**config.mk**
```make
export PLATFORM = sky130hd
export DESIGN_NAME = bilin_issue_ctrl
export DESIGN_NICKNAME = d
export VERILOG_FILES = /design/src/rtl/bilin_pkg.sv /design/src/rtl/bilin_issue_ctrl_vld_pipe.sv /design/src/rtl/bilin_issue_ctrl.sv
export SDC_FILE = /design/constraint.sdc
export NUM_CORES = 1
export LEC_CHECK = 0
export CORE_ASPECT_RATIO = 0.75
export CORE_MARGIN = 8
export CORE_UTILIZATION = 40
export DETAILED_ROUTE_END_ITERATION = 10
export PLACE_DENSITY = 0.6
export SYNTH_ARGS = -nofsm -noshare
export SYNTH_HDL_FRONTEND = slang
export SYNTH_HIERARCHICAL = 1
export SYNTH_SLANG_ARGS = --single-unit
```
**constraint.sdc**
```tcl
create_clock -name clk -period 9.02 [get_ports clk]
set_input_delay 1.804 -clock clk [delete_from_list [all_inputs] [get_ports clk]]
set_output_delay 1.804 -clock clk [all_outputs]
set_load 0.05 [all_outputs]
```
**src/rtl/bilin_pkg.sv**
```systemverilog
// Shared types and helpers for the bilinear issue controller.
// Holds the FSM state encoding, default widths and Q-format split helpers.
package bilin_pkg;

    localparam int CW_DEF   = 12;
    localparam int FRAC_DEF = 8;

    typedef enum logic [1:0] {
        IDLE,
        RUN,
        DRAIN,
        DONE
    } state_e;

    // Integer part of a Q value carried in 32 bits with `frac` fraction bits.
    function automatic logic [31:0] q_int(input logic [31:0] q, input int frac);
        return q >> frac;
    endfunction

    // Fraction part of a Q value carried in 32 bits with `frac` fraction bits.
    function automatic logic [31:0] q_frac(input logic [31:0] q, input int frac);
        return q & ((32'd1 << frac) - 32'd1);
    endfunction

endpackage

```
**src/rtl/bilin_issue_ctrl_vld_pipe.sv**
```systemverilog
// Resettable delay line for {last, valid} matching the datapath latency.
// any_busy looks one clk ahead so the drain can finish as the tail leaves.
module bilin_vld_pipe #(
    parameter int WIDTH = 2,
    parameter int DEPTH = 4
) (
    input  logic             clk,
    input  logic             rst,
    input  logic [WIDTH-1:0] din,
    output logic [WIDTH-1:0] dout,
    output logic             any_busy
);

    logic [DEPTH-1:0][WIDTH-1:0] stg_q;
    logic [DEPTH-1:0][WIDTH-1:0] stg_d;

    // Shift one stage per clk; stage 0 takes the new entry.
    always_comb begin
        stg_d = {stg_q[DEPTH-2:0], din};
    end

    // Stage registers, cleared on reset so in-flight entries vanish.
    always_ff @(posedge clk or posedge rst) begin
        if (rst) begin
            stg_q <= '0;
        end else begin
            stg_q <= stg_d;
        end
    end

    assign dout     = stg_q[DEPTH-1];
    assign any_busy = |stg_q[DEPTH-2:0];

endmodule

```
**src/rtl/bilin_issue_ctrl.sv**
```systemverilog
// Raster-order coordinate sequencer for the bilinear datapath.
// Issues one source coordinate per clk while downstream credits remain.
module bilin_issue_ctrl
    import bilin_pkg::*;
#(
    parameter int CW      = CW_DEF,
    parameter int FRAC    = FRAC_DEF,
    parameter int LAT     = 4,
    parameter int CREDITS = 8
) (
    input  logic               clk,
    input  logic               rst,
    input  logic               start,
    input  logic [CW-1:0]      out_w,
    input  logic [CW-1:0]      out_h,
    input  logic [CW+FRAC-1:0] step_x,
    input  logic [CW+FRAC-1:0] step_y,
    input  logic               credit_ret,
    output logic               issue,
    output logic [CW-1:0]      src_x,
    output logic [CW-1:0]      src_y,
    output logic [FRAC-1:0]    frac_x,
    output logic [FRAC-1:0]    frac_y,
    output logic               res_valid,
    output logic               res_last,
    output logic               busy,
    output logic               done
);

    localparam int QW  = CW + FRAC;
    localparam int CRW = $clog2(CREDITS + 1);

    localparam logic [CW-1:0]  ONE_W   = 1;
    localparam logic [CRW-1:0] CRD_ONE = 1;
    localparam logic [CRW-1:0] CRD_MAX = CRW'(CREDITS);

    state_e         state_q, state_d;
    logic [CW-1:0]  w_q, w_d, h_q, h_d;
    logic [QW-1:0]  sx_q, sx_d, sy_q, sy_d;
    logic [QW-1:0]  acc_x_q, acc_x_d, acc_y_q, acc_y_d;
    logic [QW-1:0]  hold_x_q, hold_x_d, hold_y_q, hold_y_d;
    logic [CW-1:0]  x_cnt_q, x_cnt_d, y_cnt_q, y_cnt_d;
    logic [CRW-1:0] crd_q, crd_d;
    logic           last;
    logic           crd_up;
    logic           pend;
    logic [1:0]     vld_out;
    logic [QW-1:0]  sel_x, sel_y;

    // FSM next state, raster walk, accumulators and status strobes.
    always_comb begin
        state_d  = state_q;
        w_d      = w_q;
        h_d      = h_q;
        sx_d     = sx_q;
        sy_d     = sy_q;
        acc_x_d  = acc_x_q;
        acc_y_d  = acc_y_q;
        hold_x_d = hold_x_q;
        hold_y_d = hold_y_q;
        x_cnt_d  = x_cnt_q;
        y_cnt_d  = y_cnt_q;
        issue    = 1'b0;
        last     = 1'b0;
        busy     = 1'b0;
        done     = 1'b0;
        unique case (state_q)
            IDLE: begin
                if (start) begin
                    w_d     = out_w;
                    h_d     = out_h;
                    sx_d    = step_x;
                    sy_d    = step_y;
                    acc_x_d = '0;
                    acc_y_d = '0;
                    x_cnt_d = '0;
                    y_cnt_d = '0;
                    if (out_w == '0 || out_h == '0) begin
                        state_d = DONE;
                    end else begin
                        state_d = RUN;
                    end
                end
            end
            RUN: begin
                busy = 1'b1;
                if (crd_q != '0) begin
                    issue    = 1'b1;
                    hold_x_d = acc_x_q;
                    hold_y_d = acc_y_q;
                    if (x_cnt_q == w_q - ONE_W) begin
                        x_cnt_d = '0;
                        acc_x_d = '0;
                        y_cnt_d = y_cnt_q + ONE_W;
                        acc_y_d = acc_y_q + sy_q;
                        if (y_cnt_q == h_q - ONE_W) begin
                            last    = 1'b1;
                            state_d = DRAIN;
                        end
                    end else begin
                        x_cnt_d = x_cnt_q + ONE_W;
                        acc_x_d = acc_x_q + sx_q;
                    end
                end
            end
            DRAIN: begin
                busy = 1'b1;
                if (!pend) begin
                    state_d = DONE;
                end
            end
            DONE: begin
                done    = 1'b1;
                state_d = IDLE;
            end
            default: state_d = IDLE;
        endcase
    end

    // Credit counter: issue consumes, credit_ret returns, saturating at full.
    always_comb begin
        crd_up = credit_ret && (issue || crd_q != CRD_MAX);
        crd_d  = crd_q;
        if (issue && !crd_up) begin
            crd_d = crd_q - CRD_ONE;
        end else if (!issue && crd_up) begin
            crd_d = crd_q + CRD_ONE;
        end
    end

    // Coordinate outputs: live on issue, otherwise hold the last issued one.
    always_comb begin
        sel_x  = issue ? acc_x_q : hold_x_q;
        sel_y  = issue ? acc_y_q : hold_y_q;
        src_x  = CW'(q_int(32'(sel_x), FRAC));
        src_y  = CW'(q_int(32'(sel_y), FRAC));
        frac_x = FRAC'(q_frac(32'(sel_x), FRAC));
        frac_y = FRAC'(q_frac(32'(sel_y), FRAC));
    end

    // State, config, walk and credit registers.
    always_ff @(posedge clk or posedge rst) begin
        if (rst) begin
            state_q  <= IDLE;
            w_q      <= '0;
            h_q      <= '0;
            sx_q     <= '0;
            sy_q     <= '0;
            acc_x_q  <= '0;
            acc_y_q  <= '0;
            hold_x_q <= '0;
            hold_y_q <= '0;
            x_cnt_q  <= '0;
            y_cnt_q  <= '0;
            crd_q    <= CRD_MAX;
        end else begin
            state_q  <= state_d;
            w_q      <= w_d;
            h_q      <= h_d;
            sx_q     <= sx_d;
            sy_q     <= sy_d;
            acc_x_q  <= acc_x_d;
            acc_y_q  <= acc_y_d;
            hold_x_q <= hold_x_d;
            hold_y_q <= hold_y_d;
            x_cnt_q  <= x_cnt_d;
            y_cnt_q  <= y_cnt_d;
            crd_q    <= crd_d;
        end
    end

    bilin_vld_pipe #(
        .WIDTH (2),
        .DEPTH (LAT)
    ) u_vld_pipe (
        .clk      (clk),
        .rst      (rst),
        .din      ({issue & last, issue}),
        .dout     (vld_out),
        .any_busy (pend)
    );

    assign res_valid = vld_out[0];
    assign res_last  = vld_out[1];

endmodule

```
==> Implementation_results.wiki <==
{| class="wikitable"
! Metric !! Value
|-
| Detailed Route Iter0 Violations || 415
|-
| FILL cells || 2320
|-
| Cells along the critical path || or3_1 > or2_2 > nand2_1 > buf_4 > inv_1 > buf_4 > nand2_1 > nand2_1 > clkdlybuf4s50_1
|-
| Max Buffers Root-to-Sink || 2
|-
| Drc violations || 0
|-
| Flip-flop cell with the highest count after synthesis || sky130_fd_sc_hd__dfrtp_1
|-
| EDFF count, synth || 0
|-
| Critical path peak fanout || 44
|-
| Wire length of the first global-routing pass || 39900 um
|-
| Root Buffer Master || sky130_fd_sc_hd__clkbuf_16
|-
| Global placer's final weighted congestion || 0.813
|-
| Share of the clock period used by the worst path || 58.1%
|-
| Cell row count || 50
|-
| Clock skew after layout || 0.0101 ns
|-
| Static leakage || 5.33 nW
|-
| Proportion of synthesized chip area in sequential cells || 45.7%
|-
| Setup repair after global routing missed its margin || false
|-
| Sum of internal, switching and leakage power || 4.44 mW
|-
| Residual overflow from global routing || 0
|-
| Antenna violations before repair || 0
|-
| Worst vdd ir || 0.187 mV
|-
| Final worst path period need || 5.24 ns
|-
| Clock-pin slew on the worst setup and hold paths || 0.07 ns
|-
| Setup TNS || 0 ns
|-
| Cell depth of the worst flop-to-flop path || 8
|-
| Total of buffers placed on input and output ports || 112
|-
| Fraction of synthesized cell area in xor and xnor cells || 5.62%
|-
| Slowest cell on crit path || sky130_fd_sc_hd__clkdlybuf4s50_1
|-
| Maximum clock frequency || 191 MHz
|-
| Result of the run || complete, no violations
|-
| Number of buffers added to fix hold violations after cts || 0
|-
| Mux cell area share after synthesis || 8.14%
|-
| Number of cells traversed by the worst hold path || 0
|-
| TritonCTS buffer count || 17
|-
| Main combinational cell family by area after synthesis || simple AND/OR/NAND/NOR gates
|-
| Arrival time at the worst endpoint || 3.44 ns
|-
| Most prevalent standard cell on the critical path || sky130_fd_sc_hd__nand2_1
|-
| Required time of the worst setup path || 7.22 ns
|-
| Area share of the largest cell type after synthesis || 45.4%
|-
| Main area contributors after synthesis || sky130_fd_sc_hd__dfrtp_1 45%, sky130_fd_sc_hd__nand2_1 7.8%, sky130_fd_sc_hd__mux2_2 7.3%
|-
| Initial Utilization || 40.3%
|-
| Net count reported at finish || 1247
|-
| Vias in the first global route || 7583
|-
| Number of setup buffers added after CTS || 0
|-
| Core area || 24700 um^2
|-
| Post-DP HPWL || 16400 um
|-
| Crit Path Class || reg2out
|-
| Buffers plus inverters on the worst setup path || 4
|-
| Synthesized area per cell || 9.73 um^2
|-
| Sort of element at the end of the critical path || output port
|-
| CTS Sinks || 182
|-
| Count of final max-slew check failures || 0
|-
| WL per Instance || 15.8 um
|-
| Area leader, netlist || sky130_fd_sc_hd__dfrtp_1
|-
| Overall die width || 198 um
|-
| Pin count of the biggest net entering global routing || 102
|-
| Vias after detailed routing || 7633
|-
| Startpoint Class || flip-flop
|-
| Number of hold violations in the final report || 0
|-
| Clock tree from TritonCTS || done
|-
| Via/cell ratio || 5.16
|-
| Post-Synth Simple-Gate Area || 18.1%
|-
| Post-synthesis cell type count || 65
|-
| Die Footprint || 30300 um^2
|-
| Complex-gate fraction of the synthesized area || 13.2%
|-
| Setup-failing EPs final || 0
|-
| Slew at the pin with the worst max-slew slack || 0.977 ns
|-
| Flops & latches, synth || 182
|-
| Number of diodes added for antenna fixing || 0
|-
| Hold/Removal Path Class || reg2reg
|-
| Fraction of layout instances using a drive strength above 1 || 10.8%
|-
| Worst slew margin relative to its limit || 34.4%
|-
| Worst stage delay on the critical path || 0.71 ns
|-
| Growth of design area from synthesis to finish || 20.8%
|-
| Overall fraction of global-route tracks in use || 16.1%
|-
| Post-synthesis adder-cell area fraction || 6.63%
|-
| Share of flip-flops with an asynchronous set or reset after synthesis || 100%
|-
| Instance count of the mapped netlist || 1025
|-
| Post_cts resized || 0
|-
| Final wirelength || 23400 um
|-
| Pre-Repair DR Iteration Count || 5
|-
| Summed instance area of the synthesized netlist || 9970 um^2
|-
| Chip height || 153 um
|-
| Io pins || 113
|-
| Number of cells on the critical path || 9
|-
| Worst skew pair latency || 0.44 ns
|-
| CP delay by family, top || buffers and inverters
|-
| Synthesized Nets || 1144
|-
| H-tree depth || 4
|-
| PD cells || 369 nW/um^2
|-
| Util after Layout || 48.7%
|-
| Maxcap violations || 0
|-
| Total of warnings raised by yosys || 6
|-
| Antenna Nets Post-Route || 0
|}
cells by family after synthesis:
family                     after synthesis
and+or+nand+nor                        390
AOI/OAI and AO/OA                      198
DFF                                    182
muxes                                   73
buffers and inverters                   67
xor gates and xnor gates                64
adders and majority gates               51
metrics by stage:
stage | setup WS [ns] | hold WS, ns | std cells | area (um^2)
finish | 3.78 | 0.372 | 1479 | 12000
global route | 3.52 | 0.382 | 1479 | 12000
CTS | 3.72 | 0.374 | 1479 | 12000
detailed placement | 4.20 | 0.359 | 1447 | 11400
global placement | 4.21 | 0.357 | 1447 | 11400
floorplan | 2.50 | 0.354 | 1025 | 9970
layout make-up:
class / instances / area (um^2) / share of cell area (%)
inverter: 31 / 121 / 1.01
tap: 338 / 423 / 3.51
clock inverter: 14 / 175 / 1.45
multi-input combinational: 776 / 5150 / 42.8
sequential: 182 / 4560 / 37.8
timing repair buffer: 120 / 1180 / 9.81
clock buffer: 18 / 429 / 3.56
worst reg2reg max path: cells and delay by family, from the launching register on:
| family | cells | cell delay [ns] |
|---|---|---|
| AND/OR/NAND/NOR | 3 | 1.76 |
| AO/OA/AOI/OAI | 3 | 1.17 |
| flip-flops | 1 | 0.46 |
| multiplexers | 2 | 0.35 |
sequential cells by signal (all words and copies together) (netlist names), 6 cells and up:
signal            flops
w_q                  12
y_cnt_q              12
h_q                  12
u_vld_pipe/stg_d      6
acc_y_q              20
sx_q                 20
x_cnt_q              12
acc_x_q              20
hold_y_q             20
hold_x_q             20
sy_q                 20
cell usage in the layout (no fill, tap or decap), types with 4 or more instances in the layout:
| cell type | instances |
|---|---|
| sky130_fd_sc_hd__nand4_1 | 8 |
| sky130_fd_sc_hd__xnor2_1 | 38 |
| sky130_fd_sc_hd__mux2i_1 | 8 |
| sky130_fd_sc_hd__o211ai_1 | 6 |
| sky130_fd_sc_hd__ha_1 | 48 |
| sky130_fd_sc_hd__xor2_1 | 26 |
| sky130_fd_sc_hd__a21oi_1 | 37 |
| sky130_fd_sc_hd__inv_6 | 5 |
| sky130_fd_sc_hd__and3_1 | 6 |
| sky130_fd_sc_hd__a21o_1 | 11 |
| sky130_fd_sc_hd__dfrtp_1 | 181 |
| sky130_fd_sc_hd__o21ai_0 | 62 |
| sky130_fd_sc_hd__o21a_1 | 7 |
| sky130_fd_sc_hd__o41ai_1 | 7 |
| sky130_fd_sc_hd__clkbuf_16 | 17 |
| sky130_fd_sc_hd__nor3_1 | 22 |
| sky130_fd_sc_hd__nor2_1 | 50 |
| sky130_fd_sc_hd__nand2b_1 | 10 |
| sky130_fd_sc_hd__buf_4 | 8 |
| sky130_fd_sc_hd__a31oi_1 | 7 |
| sky130_fd_sc_hd__nor2b_1 | 10 |
| sky130_fd_sc_hd__clkdlybuf4s50_1 | 112 |
| sky130_fd_sc_hd__mux2_2 | 65 |
| sky130_fd_sc_hd__or4_1 | 4 |
| sky130_fd_sc_hd__nor4_1 | 13 |
| sky130_fd_sc_hd__nand2_1 | 207 |
| sky130_fd_sc_hd__inv_1 | 30 |
| sky130_fd_sc_hd__or3_1 | 10 |
| sky130_fd_sc_hd__o31ai_1 | 22 |
| sky130_fd_sc_hd__a311oi_1 | 4 |
| sky130_fd_sc_hd__nand3_1 | 29 |
layer usage:
| metal | global-route usage (%) | wire [um] | vias up |
|---|---|---|---|
| li1 | - | - | 3845 |
| met1 | 24.0 | 12600 | 3636 |
| met2 | 23.1 | 9660 | 135 |
| met3 | 3.53 | 941 | 17 |
| met4 | 3.97 | 240 | 0 |
| met5 | 0 | 0 | - |
power breakdown:
| part | internal [mW] | switching [mW] | leakage [nW] | total (mW) |
|---|---|---|---|---|
| sequential | 1.11 | 0.225 | 2.35 | 1.34 |
| combinational | 0.901 | 1.43 | 2.69 | 2.33 |
| clock | 0.439 | 0.335 | 0.288 | 0.775 |
final timing paths:
check	start	endpoint	slack (ns)
worst max-delay path	crd_q[0]$_DFFE_PP0P_	frac_y[5]	3.78
worst min-delay path	u_vld_pipe/stg_d[3]$_DFF_PP0_	u_vld_pipe/stg_d[5]$_DFF_PP0_	0.37
worst max register to register	w_q[2]$_DFFE_PP0P_	acc_y_q[19]$_DFFE_PP0P_	5.21
worst min register to register	u_vld_pipe/stg_d[3]$_DFF_PP0_	u_vld_pipe/stg_d[5]$_DFF_PP0_	0.37
max in group asynchronous	rst	x_cnt_q[7]$_DFFE_PP0P_	5.47
min in group asynchronous	rst	u_vld_pipe/dout[1]$_DFF_PP0_	1.74
synth_stat cells, types with 4 or more instances:
master / instances
sky130_fd_sc_hd__ha_1: 48
sky130_fd_sc_hd__nand2_1: 208
sky130_fd_sc_hd__or4_1: 4
sky130_fd_sc_hd__a21oi_1: 37
sky130_fd_sc_hd__o31ai_1: 22
sky130_fd_sc_hd__nor4_1: 13
sky130_fd_sc_hd__nand2b_1: 10
sky130_fd_sc_hd__xor2_1: 26
sky130_fd_sc_hd__o21ai_0: 62
sky130_fd_sc_hd__o21a_1: 7
sky130_fd_sc_hd__nor3_1: 22
sky130_fd_sc_hd__or3_1: 10
sky130_fd_sc_hd__clkbuf_1: 32
sky130_fd_sc_hd__mux2_2: 65
sky130_fd_sc_hd__nand3_1: 29
sky130_fd_sc_hd__and3_1: 6
sky130_fd_sc_hd__a311oi_1: 4
sky130_fd_sc_hd__nor2_1: 50
sky130_fd_sc_hd__inv_1: 31
sky130_fd_sc_hd__dfrtp_1: 181
sky130_fd_sc_hd__xnor2_1: 38
sky130_fd_sc_hd__a31oi_1: 7
sky130_fd_sc_hd__nor2b_1: 10
sky130_fd_sc_hd__o211ai_1: 6
sky130_fd_sc_hd__a21o_1: 11
sky130_fd_sc_hd__mux2i_1: 8
sky130_fd_sc_hd__o41ai_1: 7
sky130_fd_sc_hd__nand4_1: 8
Note: power is estimated with default switching activity, not from simulation.
